**src/rtl/memory_sync_ram_if.sv**
```systemverilog
// Access bus of the clocked single-port RAM: request fields from the master,
// registered read data and status back from the RAM.
interface memory_sync_ram_if #(
  parameter int DATA_WIDTH = 8,
  parameter int ADDR_WIDTH = 3
);
  logic [ADDR_WIDTH-1:0] address;
  logic [DATA_WIDTH-1:0] data_in;
  logic                  select;
  logic                  rw;
  logic [DATA_WIDTH-1:0] data_out;
  logic                  data_valid;
  logic                  busy;
  logic                  parity_error;

  modport master (
    output address, data_in, select, rw,
    input  data_out, data_valid, busy, parity_error
  );

  modport slave (
    input  address, data_in, select, rw,
    output data_out, data_valid, busy, parity_error
  );
endinterface

```
**src/rtl/memory_sync_ram.sv**
```systemverilog
// Clocked single-port RAM with a post-reset clear sequencer and registered read path.
// Optional per-word even parity is enabled by defining MEMORY_PARITY_EN.
module memory_sync_ram #(
  parameter int DATA_WIDTH = 8,
  parameter int ADDR_WIDTH = 3
) (
  input  logic               clk,
  input  logic               rst_n,
  memory_sync_ram_if.slave   bus
);
  localparam int DEPTH = 1 << ADDR_WIDTH;
  localparam logic [ADDR_WIDTH:0] LAST_CNT = (ADDR_WIDTH + 1)'(DEPTH - 1);

  typedef enum logic [0:0] {
    ST_CLEAR = 1'b0,
    ST_READY = 1'b1
  } state_t;

  state_t                state_r;
  logic [ADDR_WIDTH:0]   clr_cnt_r;
  logic                  busy_r;
  logic [DATA_WIDTH-1:0] data_out_r;
  logic                  data_valid_r;
  logic                  parity_error_r;

  logic [DATA_WIDTH-1:0] mem_r [DEPTH];

  logic                  mem_we_s;
  logic [ADDR_WIDTH-1:0] mem_addr_s;
  logic [DATA_WIDTH-1:0] mem_wdata_s;

`ifdef MEMORY_PARITY_EN
  logic                  par_mem_r [DEPTH];
  logic                  mem_wpar_s;

  function automatic logic even_parity(input logic [DATA_WIDTH-1:0] d);
    return ^d;
  endfunction

  // Clear writes a zero word, whose even parity is also zero
  assign mem_wpar_s = (state_r == ST_READY) ? even_parity(bus.data_in) : 1'b0;
`endif

  // Write port select: clear sequencer owns the array until READY
  always_comb begin
    mem_we_s    = 1'b0;
    mem_addr_s  = '0;
    mem_wdata_s = '0;
    case (state_r)
      ST_CLEAR: begin
        mem_we_s   = 1'b1;
        mem_addr_s = clr_cnt_r[ADDR_WIDTH-1:0];
      end
      ST_READY: begin
        if (bus.select == 1'b1 && bus.rw == 1'b1) begin
          mem_we_s    = 1'b1;
          mem_addr_s  = bus.address;
          mem_wdata_s = bus.data_in;
        end else begin
          mem_we_s = 1'b0;
        end
      end
      default: mem_we_s = 1'b0;
    endcase
  end

  // Storage array; contents are only initialised by the clear sequence
  always_ff @(posedge clk) begin
    if (mem_we_s) begin
      mem_r[mem_addr_s] <= mem_wdata_s;
`ifdef MEMORY_PARITY_EN
      par_mem_r[mem_addr_s] <= mem_wpar_s;
`endif
    end
  end

  // Control FSM with registered read data and status outputs
  always_ff @(posedge clk or negedge rst_n) begin
    if (!rst_n) begin
      state_r        <= ST_CLEAR;
      clr_cnt_r      <= '0;
      busy_r         <= 1'b1;
      data_out_r     <= '0;
      data_valid_r   <= 1'b0;
      parity_error_r <= 1'b0;
    end else begin
      case (state_r)
        ST_CLEAR: begin
          data_valid_r   <= 1'b0;
          parity_error_r <= 1'b0;
          clr_cnt_r      <= clr_cnt_r + 1'b1;
          if (clr_cnt_r == LAST_CNT) begin
            state_r <= ST_READY;
            busy_r  <= 1'b0;
          end else begin
            busy_r  <= 1'b1;
          end
        end
        ST_READY: begin
          busy_r <= 1'b0;
          if (bus.select == 1'b1 && bus.rw == 1'b0) begin
            data_out_r   <= mem_r[bus.address];
            data_valid_r <= 1'b1;
`ifdef MEMORY_PARITY_EN
            parity_error_r <= even_parity(mem_r[bus.address]) ^ par_mem_r[bus.address];
`else
            parity_error_r <= 1'b0;
`endif
          end else begin
            data_valid_r   <= 1'b0;
            parity_error_r <= 1'b0;
          end
        end
        default: begin
          state_r        <= ST_CLEAR;
          clr_cnt_r      <= '0;
          busy_r         <= 1'b1;
          data_valid_r   <= 1'b0;
          parity_error_r <= 1'b0;
        end
      endcase
    end
  end

  assign bus.data_out   = data_out_r;
  assign bus.data_valid = data_valid_r;
  assign bus.busy       = busy_r;
`ifdef MEMORY_PARITY_EN
  assign bus.parity_error = parity_error_r;
`else
  assign bus.parity_error = 1'b0;
`endif

endmodule

```
**src/flat_wrapper.sv**
```systemverilog
// flat-port wrapper written by rule: the top's interface ports become plain ports
module memory_sync_ram_flat 
#(
  parameter int DATA_WIDTH = 8,
  parameter int ADDR_WIDTH = 3
)
  (clk, rst_n, bus_address, bus_data_in, bus_select, bus_rw, bus_data_out, bus_data_valid, bus_busy, bus_parity_error);
  memory_sync_ram_if #(.DATA_WIDTH(DATA_WIDTH), .ADDR_WIDTH(ADDR_WIDTH)) bus_i ();
  input  logic clk;
  input  logic rst_n;
  input wire logic [$bits(bus_i.address)-1:0] bus_address;
  input wire logic [$bits(bus_i.data_in)-1:0] bus_data_in;
  input wire logic [$bits(bus_i.select)-1:0] bus_select;
  input wire logic [$bits(bus_i.rw)-1:0] bus_rw;
  output wire logic [$bits(bus_i.data_out)-1:0] bus_data_out;
  output wire logic [$bits(bus_i.data_valid)-1:0] bus_data_valid;
  output wire logic [$bits(bus_i.busy)-1:0] bus_busy;
  output wire logic [$bits(bus_i.parity_error)-1:0] bus_parity_error;
  assign bus_i.address = bus_address;
  assign bus_i.data_in = bus_data_in;
  assign bus_i.select = bus_select;
  assign bus_i.rw = bus_rw;
  assign bus_data_out = bus_i.data_out;
  assign bus_data_valid = bus_i.data_valid;
  assign bus_busy = bus_i.busy;
  assign bus_parity_error = bus_i.parity_error;
  memory_sync_ram #(.DATA_WIDTH(DATA_WIDTH), .ADDR_WIDTH(ADDR_WIDTH)) u_core (.clk(clk), .rst_n(rst_n), .bus(bus_i));
endmodule
```
**config.mk**
```make
export PLATFORM = sky130hd
export DESIGN_NAME = memory_sync_ram_flat
export DESIGN_NICKNAME = d
export VERILOG_FILES = /design/src/rtl/memory_sync_ram_if.sv /design/src/rtl/memory_sync_ram.sv /design/src/flat_wrapper.sv
export SDC_FILE = /design/constraint.sdc
export NUM_CORES = 1
export LEC_CHECK = 0
export BUFFER_PORTS_ARGS = -buffer_cell sky130_fd_sc_hd__buf_4
export CORE_MARGIN = 4
export CORE_UTILIZATION = 30
export CTS_CLUSTER_SIZE = 25
export DETAILED_ROUTE_END_ITERATION = 10
export PLACE_DENSITY_LB_ADDON = 0.15
export SYNTH_ARGS = -nofsm -noshare
export SYNTH_HDL_FRONTEND = slang
export SYNTH_SLANG_ARGS = --single-unit
```
**constraint.sdc**
```tcl
create_clock -name clk -period 2.8 [get_ports clk]
set_clock_uncertainty 0.1 [all_clocks]
set_input_delay 0.28 -clock clk [delete_from_list [all_inputs] [get_ports clk]]
set_output_delay 0.28 -clock clk [all_outputs]
set_load 0.01 [all_outputs]
```
==> metrics.yaml, run 1 <==
power:
  power.share.clock_pct: 40.6
  p_int_mw: 1.95
  switching_share_pct: 20.9
  pwr-share-seq_pct: 52.5
  ir_drop_v: 0.000306
  power_frac_comb_pct: 6.9
  switching_power_mw: 0.518
  leakage_nw: 1.51
  power_density_nw_per_um2: 653
place:
  place.gp.congestion: 0.677
  dp.cells: 356
  dp_hpwl_um: 4490
  numPortBuffers: 24
cts:
  cts_root_buf: "clkbuf_8"
  clkLatencyLatePin_ps: 340
  htree_levels: 3
  cts_max_path_buffers: 2
  numCtsBuffers: 9
  clk_pin_slew_ps: 80
  tritoncts: "done"
  cts_sinks: 79
hold_path:
  hold_path_class: "primary input to async pin"
routing:
  dr.pass1.iters: 4
  avgRoutedWirePerCell_um: 18.2
  drc_errors: 0
  drtAntennaViolNets: 0
  route.final.wire_length_um: 6780
  vias: 1725
  drt_iter0_drc: 63
  avgViaCountPerCell: 4.62
layout:
  drive_gt1_share_pct: 27.4
  layout.nets: 248
  fin_cells: 373
  final_cell_mix: "64 x edfxtp_1, 32 x buf_4, 17 x mux2_2, 16 x mux2i_1, 14 x dfrtp_1"
  final_common_cell: "edfxtp_1"
  n_antenna_cell: 0
  final_util_pct: 36.5
  fill_cells: 1032
  syn_to_final_growth_pct: 18.0
floorplan:
  dieArea_sq_um: 12400
  die_h_um: 111
  std_cell_rows: 37
  initial_core_util_pct: 30.9
  die_w_um: 111
  core_sq_um: 10400
  io_pins: 26
critical_path:
  cp.buffers_inverters: 1
  crit_chain: "nor2b_1 > a21o_1 > nor3_1 > buf_4"
  worstSetupPathType: "flip-flop to flip-flop"
  critPathMaxStageDelay_ps: 630
  crit_required_ps: 2750
  reg2regPathDepth: 4
  critical_path.top_delay_family: "flip-flops"
  cp_slowest_cell: "dfrtp_1"
  arrival_ps: 1780
  start_kind: "flip-flop"
  end_kind: "flip-flop"
  crit_cells: 4
  worstPathMaxFanout: 15
synthesis:
  synth_seq_cells: 79
  syn_inst: 197
  ys.flop_type: "edfxtp_1"
  yosysSeqAreaShare_pct: 71.7
  syn-cell-area_sq_um: 3210
  synth_edf_count: 64
  avgSynthCellArea_sq_um: 16.3
  ys_warn_count: 0
  synth_nets: 213
  async_flop_share_pct: 19.0
  ys_types: 34
global_route:
  grt_usage_pct: 11.7
  grt_pass1_wl_um: 10700
  grt_pass1_vias: 1861
  overflow: 0
  antenna_found_initial: 0
  grt_max_degree: 35
sta:
  rsz0062_at_grt: "no"
  hold_slack_ps: 226
  setup-tns-final_ps: 0
  finalCriticalPeriod_ps: 1830
  min_period_over_period_pct: 65.3
  max_slew_margin_pct: 42.4
  max_freq_mhz: 547
  maxSlewViolCount: 0
  hold_violations: 0
  tightestPinTransition_ps: 861
  setup_viol: 0
run:
  maxCapViolations: 0
status:
  outcome: "finished clean"
==> what timing repair did <==
item	in CTS	in global routing
resized for setup	0	0
setup buffers	0	0
endpoints found under the hold margin	15	0
hold buffers	1	0
==> power by group through the flow <==
stage | sequential [mW] | combinational [mW] | clock, mW
final | 1.30 | 0.171 | 1.00
after global routing | 1.30 | 0.190 | 1.08
after CTS | 1.30 | 0.176 | 1.02
after detailed placement | 1.32 | 0.175 | 0
after global placement | 1.32 | 0.175 | 0
after floorplan | 1.33 | 0.0885 | 0
==> registers in the layout, indices dropped and copies added (netlist names) <==
| signal | flops |
|---|---|
| u_core.clr_cnt_r | 4 |
| u_core.mem_r | 64 |
| u_core.state_r | 1 |
| u_core.bus.data_out | 8 |
| u_core.bus.busy | 1 |
| u_core.bus.data_valid | 1 |
==> layer usage <==
layer  GRT usage [%]  vias to the layer above  wire length (um)
met5               0                        -                 0
met4            5.35                        0               128
met3            2.34                       11               139
met2            18.8                       20              3260
met1            15.4                      868              3250
li1                -                      826                 -
==> path summary, 6_finish.rpt <==
| kind | startpoint | endpoint | slack [ps] |
|---|---|---|---|
| worst max-delay path | u_core.state_r$_DFF_PN0_ | u_core.mem_r[0][7]$_DFFE_PP_ | 970 |
| worst min-delay path | rst_n | u_core.state_r$_DFF_PN0_ | 230 |
| worst max register to register | u_core.state_r$_DFF_PN0_ | u_core.mem_r[0][7]$_DFFE_PP_ | 970 |
| worst min register to register | u_core.clr_cnt_r[0]$_DFFE_PN0N_ | u_core.clr_cnt_r[0]$_DFFE_PN0N_ | 390 |
| max in group asynchronous | rst_n | u_core.bus.busy$_DFF_PN1_ | 2120 |
| min in group clk | bus_data_in[1] | u_core.mem_r[2][1]$_DFFE_PP_ | 340 |
==> cells by family after synthesis <==
kind of cell | Yosys count | share of synthesized area [%]
compound gates | 31 | 7.18
xor+xnor | 3 | 0.820
fa+ha+maj | 1 | 0.390
buf+inv | 13 | 2.89
flops | 79 | 71.7
mux | 33 | 11.0
other cells | 1 | 0.117
simple gates | 36 | 5.97
==> layout make-up <==
class                           instances  area (sq um)  share of cell area, %
Multi-Input combinational cell        105           816                   21.6
Inverter                                4          15.0                  0.397
Clock buffer                           10           128                   3.37
Sequential cell                        79          2300                   60.7
Timing Repair Buffer                   33           250                   6.61
Tap cell                              136           170                   4.50
Clock inverter                          6           108                   2.84
==> synthesized netlist by cell type, drive strengths merged (4+ instances only) <==
master | count | area (sq um)
mux2i | 16 | 160
and2 | 8 | 50.1
nand2 | 9 | 33.8
nor3 | 8 | 40.0
mux2 | 17 | 191
edfxtp | 64 | 1920
a22o | 8 | 70.1
inv | 4 | 15.0
o31ai | 8 | 60.1
dfrtp | 14 | 350
o22ai | 8 | 50.1
buf | 8 | 73.8
==> worst register-to-register path, delay by kind of cell, from the launching register on <==
family	cells	cell delay, ps
flip-flops	1	630
AND/OR/NAND/NOR	2	350
AO/OA/AOI/OAI	1	220
buffers and inverters	1	220
==> through the flow <==
stage / total power [mW] / worst slack [ps] / instance area (sq um)
floorplan: 1.42 / 850 / 3210
global route: 2.57 / 793 / 3780
CTS: 2.49 / 957 / 3780
detailed placement: 1.50 / 966 / 3540
finish: 2.47 / 972 / 3780
global placement: 1.50 / 971 / 3540
Power figures use the tool's default switching activity.
==> inputs of run 2 (changes only) <==
- ABC_AREA: unset -> 1
- clock period: 2.8 -> 1.5 ns (I/O delays scaled with it)
==> metrics.yaml, run 2 <==
status:
  outcome: "finished, violations left"
  violations: "setup timing"
power:
  p_int_mw: 4.04  # +110%
  switching_power_mw: 1.17  # +130%
  power_density_nw_per_um2: 1150  # +77%
  switching_share_pct: 22.5  # +1.5 points
  pwr-share-seq_pct: 46.6  # -5.9 points
  power.share.clock_pct: 44.9  # +4.3 points
  leakage_nw: 1.98  # +31%
  ir_drop_v: 0.000601  # +96%
  power_frac_comb_pct: 8.5  # +1.6 points
routing:
  drc_errors: 0  # unchanged
  route.final.wire_length_um: 8640  # +27%
  routed-wl-met3_um: 437  # +210%
  avgViaCountPerCell: 4.27  # -7.7%
  avgRoutedWirePerCell_um: 16.0  # -12%
  routed.top_layer: "met4"
  drt_iter0_drc: 101  # +60%
  met1Wirelength_um: 3890  # +19%
  dr.pass1.iters: 5  # +1
  drtAntennaViolNets: 0  # unchanged
  vias: 2305  # +34%
  met2_wirelength_um: 4280  # +31%
run:
  maxCapViolations: 0  # unchanged
synthesis:
  synth_nets: 363  # +70%
  yosysMostFrequentCell: "nand2_1"
  ys_types: 22  # -35%
  yosysSeqAreaShare_pct: 67.0  # -4.7 points
  synth.top_cells.by_count: "105 x nand2_1, 67 x inv_1, 64 x edfxtp_1, 48 x nand3_1, 19 x nor2_1"
  syn-cell-area_sq_um: 3430  # +7.0%
  yosys.area.top_type: "edfxtp_1"
  async_flop_share_pct: 19.0  # unchanged
  yosysTopAreaCellShare_pct: 56.0  # -3.9 points
  synth_seq_cells: 79  # unchanged
  syn_inst: 347  # +76%
  ys.flop_type: "edfxtp_1"
  synthTopCellsByArea: "edfxtp_1 56%, nand2_1 11%, dfrtp_1 10%"
  ys_warn_count: 0  # unchanged
  avgSynthCellArea_sq_um: 9.89  # -39%
  synth_edf_count: 64  # unchanged
sta:
  finalCriticalPeriod_ps: 1650  # -180 ps
  setup_viol: 88  # +88
  tightestPinTransition_ps: 705  # -155 ps
  min_period_over_period_pct: 110  # +45 points
  hold_violations: 0  # unchanged
  max_slew_margin_pct: 52.8  # +10 points
  max_freq_mhz: 607  # +11%
  rsz0062_at_grt: "yes"
  maxSlewViolCount: 0  # unchanged
  fin_ws_ps: -148  # -1120 ps
layout:
  drive_gt1_share_pct: 25.3  # -2.2 points
  final_cell_mix: "99 x nand2_1, 64 x inv_1, 64 x edfxtp_1, 42 x nand3_1, 37 x buf_4"
  final_util_pct: 41.0  # +4.5 points
  top_register: "u_core.mem_r"
  layout.nets: 411  # +66%
  n_antenna_cell: 0  # unchanged
  largest_reg_flops: 64  # unchanged
  syn_to_final_growth_pct: 31.7
  final_common_cell: "nand2_1"
global_route:
  antenna_found_initial: 0  # unchanged
  grt_max_degree: 33  # -5.7%
  grt_pass1_vias: 2207  # +19%
  grt_pass1_wl_um: 13200  # +23%
  overflow: 0  # unchanged
  grt_usage_pct: 13.7  # +2.0 points
floorplan:
  std_cell_rows: 38  # +2.7%
  initial_core_util_pct: 31.1  # +0.18 points
  dieArea_sq_um: 13200  # +6.5%
  die_w_um: 115  # +3.2%
  io_pins: 26  # unchanged
  die_h_um: 115  # +3.2%
  core_sq_um: 11000  # +6.4%
cts:
  cts_root_buf: "clkbuf_16"
  clk_pin_slew_ps: 60  # -20 ps
  htree_levels: 3  # unchanged
  cts_sinks: 79  # unchanged
  cts_max_path_buffers: 2  # unchanged
  tritoncts: "done"
  clkLatencyLatePin_ps: 330  # about the same
  numCtsBuffers: 9  # unchanged
hold_path:
  hold_path_class: "primary input to async pin"
critical_path:
  r2r_slack_ps: -150  # -1120 ps
  worstPathMaxFanout: 8  # -7
  crit_start: "u_core.state_r$_DFF_PN0_"
  arrival_ps: 1600  # -180 ps
  r2r_start: "u_core.state_r$_DFF_PN0_"
  end_kind: "flip-flop"
  start_kind: "flip-flop"
  crit_required_ps: 1450  # -1300 ps
  r2r_end: "u_core.mem_r[4][5]$_DFFE_PP_"
  reg2regPathDepth: 5  # +1
  worstSetupPathType: "flip-flop to flip-flop"
place:
  numPortBuffers: 24  # unchanged
  place.gp.congestion: 0.838  # +24%
  dp_hpwl_um: 5770  # +29%
  pre_cts_ws_ps: -261  # -1230 ps
[run 2: metal layers]
metal,up-vias,global-route usage (%)
li1,1189,-
met1,1062,19.0
met3,4,3.68
met4,0,2.82
met2,50,21.6
met5,-,0
[run 2: cell families (layout without fill, tap and decap cells)]
logic type      count (synthesis)  after routing  share of synthesized area, %
compound gates                  6              6                          1.02
xor+xnor                        2              2                         0.511
fa+ha+maj                       1              1                         0.365
buf+inv                        83            136                          9.48
flops                          79             79                          67.0
other cells                     1              1                         0.109
simple gates                  175            175                          21.5
[run 2: worst max-delay path, stage by stage, from the launching register on]
cell and delay (ps):
dfrtp_2 420, buf_6 140, o22ai_2 280, nand2_2 140, nor2_4 150, buf_12 130
[run 2: area by class of cell]
class / count / area, sq um
Clock buffer: 9 / 225
Clock inverter: 7 / 96.3
Fill cell: 1083 / 6510
Inverter: 71 / 272
Multi-Input combinational cell: 185 / 977
Sequential cell: 79 / 2300
Tap cell: 140 / 175
Timing Repair Buffer: 49 / 473
[run 2: per-stage QoR]
step	power (mW)	setup TNS, ps	hold WS (ps)	area, sq um	std cells
2_1_floorplan	2.68	-2530	-246	3530	347
3_3_place_gp	2.88	-15450	-80.9	3980	516
3_5_place_dp	2.88	-16170	-79.5	3980	516
4_1_cts	5.24	-10730	109	4430	538
5_1_grt	5.40	-16310	115	4520	540
6_report	5.22	-8800	109	4520	540
[run 2: timing repair]
action,CTS,global route
gates resized for setup,7,20
gates cloned,0,1
hold buffers,1,0
buffers inserted,5,1
pin swaps,8,8
setup endpoints to repair,105,128
hold endpoints to repair,15,0
[run 2: power by group through the flow]
| stage | Combinational [mW] | Sequential (mW) | Clock, mW |
|---|---|---|---|
| final | 0.442 | 2.43 | 2.34 |
| after global routing | 0.488 | 2.43 | 2.48 |
| after CTS | 0.426 | 2.43 | 2.38 |
| after detailed placement | 0.405 | 2.48 | 0 |
| after global placement | 0.408 | 2.48 | 0 |
| after floorplan | 0.193 | 2.49 | 0 |
[run 2: worst max-delay path by stage]
| stage | depth (start not counted) | endpoint | slack (ps) |
|---|---|---|---|
| 6_report | 5 | u_core.mem_r[4][5]$_DFFE_PP_ | -150 |
| 4_1_cts | 6 | u_core.mem_r[2][3]$_DFFE_PP_ | -160 |
| 3_5_place_dp | 6 | u_core.mem_r[5][1]$_DFFE_PP_ | -260 |
| 2_1_floorplan | 6 | u_core.mem_r[5][0]$_DFFE_PP_ | -70 |
| 5_1_grt | 5 | u_core.mem_r[2][3]$_DFFE_PP_ | -200 |
| 3_3_place_gp | 6 | u_core.mem_r[5][1]$_DFFE_PP_ | -240 |
==> inputs of run 3 (changes only) <==
- SETUP_SLACK_MARGIN: unset -> 0.2
==> metrics.yaml, run 3 (synthesized netlist as in run 2, its figures left out) <==
sta:
  tightestPinTransition_ps: 729  # +23.7 ps
  setup_viol: 80  # -9.1%
  setup-tns-final_ps: -10890  # -2100 ps
  max_slew_margin_pct: 51.2  # -1.6 points
  finalCriticalPeriod_ps: 1670  # +18.6 ps
  max_freq_mhz: 600  # -1.1%
  hold_violations: 0  # unchanged
  rsz0062_at_grt: "yes"
  min_period_over_period_pct: 111  # +1.2 points
  maxSlewViolCount: 0  # unchanged
  fin_ws_ps: -167  # -18.6 ps
global_route:
  grt_max_degree: 33  # unchanged
  use_met3_pct: 3.05  # -0.63 points
  grtUsageMet1_pct: 20.4  # +1.4 points
  grt_usage_pct: 13.7  # -0.029 points
  overflow: 0  # unchanged
  grt_busiest_layer: "met1"
  grt_pass1_vias: 2213  # +0.27%
  grtUsageMet2_pct: 19.4  # -2.3 points
  antenna_found_initial: 0  # unchanged
  grt_pass1_wl_um: 13100  # -0.16%
layout:
  top_register: "u_core.mem_r"
  largest_reg_flops: 64  # unchanged
  fill_cells: 1064  # -1.8%
  fin_cells: 539  # -0.19%
  syn_to_final_growth_pct: 31.3
  final_util_pct: 40.8  # -0.11 points
  drive_gt1_share_pct: 24.8  # -0.44 points
  final_common_cell: "nand2_1"
  final_cell_mix: "101 x nand2_1, 64 x inv_1, 64 x edfxtp_1, 44 x nand3_1, 39 x buf_4"
  n_antenna_cell: 0  # unchanged
  layout.nets: 410  # -0.24%
place:
  place.gp.congestion: 0.814  # -2.9%
  dp.cells: 517  # +0.19%
  dp_hpwl_um: 5760  # -0.14%
  pre_cts_ws_ps: -209  # +52.0 ps
  numPortBuffers: 24  # unchanged
power:
  ir_drop_v: 0.000653  # +8.7%
  leakage_nw: 1.97  # -0.39%
  power_mw: 5.30  # +1.6%
  power_density_nw_per_um2: 1180  # +1.9%
floorplan:
  io_pins: 26  # unchanged
  dieArea_sq_um: 13200  # unchanged
  core_sq_um: 11000  # unchanged
  die_h_um: 115  # unchanged
  std_cell_rows: 38  # unchanged
  initial_core_util_pct: 31.1  # unchanged
  die_w_um: 115  # unchanged
hold_path:
  min_to: "u_core.bus.data_valid$_DFF_PN0_"
  holdCritStartpoint: "bus_rw"
  hold_path_class: "primary input to flip-flop"
  min_path_cells: 3
routing:
  route.final.wire_length_um: 8410  # -2.7%
  vias: 2356  # +2.2%
  avgViaCountPerCell: 4.37  # +2.4%
  dr.pass1.iters: 5  # unchanged
  drtAntennaViolNets: 0  # unchanged
  drt_iter0_drc: 191  # +89%
  avgRoutedWirePerCell_um: 15.6  # -2.6%
  drc_errors: 0  # unchanged
critical_path:
  end_kind: "flip-flop"
  worstPathMaxFanout: 8  # unchanged
  r2r_end: "u_core.mem_r[4][3]$_DFFE_PP_"
  crit_required_ps: 1400  # -50 ps
  start_kind: "flip-flop"
  reg2regPathDepth: 6  # +1
  arrival_ps: 1570  # -30 ps
  r2r_start: "u_core.state_r$_DFF_PN0_"
  worstSetupPathType: "flip-flop to flip-flop"
  r2r_slack_ps: -170  # -20 ps
cts:
  numCtsBuffers: 9  # unchanged
  cts_sinks: 79  # unchanged
  cts_root_buf: "clkbuf_16"
  htree_levels: 3  # unchanged
  clk_pin_slew_ps: 60  # about the same
  tritoncts: "done"
  cts_max_path_buffers: 2  # unchanged
  clkLatencyLatePin_ps: 330  # about the same
status:
  violations: "setup timing"
  outcome: "finished, violations left"
run:
  maxCapViolations: 0  # unchanged
-- run 3: layout make-up --
cell class	count	area (sq um)	area share (%)
flip-flops and latches	79	2300	51.0
multi-input cells	185	1010	22.5
repair buffers	48	413	9.16
inverters	71	272	6.03
clock buffers	12	236	5.25
well taps	140	175	3.89
clock inverters	4	95.1	2.11
-- run 3: per-stage QoR --
| step | cell area [sq um] | hold slack, ps |
|---|---|---|
| 5_1_grt | 4510 | 8.37 |
| 2_1_floorplan | 3530 | -246 |
| 3_5_place_dp | 3990 | -82.4 |
| 3_3_place_gp | 3990 | -82.9 |
| 4_1_cts | 4410 | 5.88 |
| 6_report | 4510 | 16.7 |
-- run 3: critical path, stage by stage (launching register included) --
cell and delay (ps):
dfrtp_2 370, buf_6 150, inv_4 60, o21ai_4 190
nor2_4 80, buf_12 140, nor2_4 240
-- run 3: timing repair --
action                                  CTS  global route
gates cloned                              0             1
hold buffers                              1             0
buffers inserted                          2             2
endpoints found under the hold margin    15             0
endpoints found under the setup margin  136           122
pin swaps                                 9             9
gates resized for setup                  15            19
-- run 3: worst max path at each step --
stage / slack, ps / depth (start not counted) / startpoint / end
global route: -220 / 6 / u_core.state_r$_DFF_PN0_ / u_core.mem_r[4][3]$_DFFE_PP_
global placement: -220 / 7 / u_core.state_r$_DFF_PN0_ / u_core.mem_r[2][2]$_DFFE_PP_
finish: -170 / 6 / u_core.state_r$_DFF_PN0_ / u_core.mem_r[4][3]$_DFFE_PP_
floorplan: -70 / 6 / u_core.state_r$_DFF_PN0_ / u_core.mem_r[5][0]$_DFFE_PP_
CTS: -160 / 7 / u_core.state_r$_DFF_PN0_ / u_core.mem_r[6][0]$_DFFE_PP_
detailed placement: -210 / 7 / u_core.state_r$_DFF_PN0_ / u_core.mem_r[2][2]$_DFFE_PP_
-- run 3: report_power, final --
group          leakage [nW]  total, mW  switching, mW  internal, mW
registers             0.864       2.43         0.0177          2.41
clock network         0.161       2.43          0.809          1.62
logic                 0.948      0.438          0.270         0.168
total                  1.97       5.30           1.10          4.20
-- run 3: layer usage --
layer  vias to the layer above  wire [um]  share of wire (%)
met2                        70       3640                 43
met3                        10        538                6.4
met5                         -          0                  0
li1                       1197          -                  -
met4                         0        134                1.6
met1                      1079       4090                 49
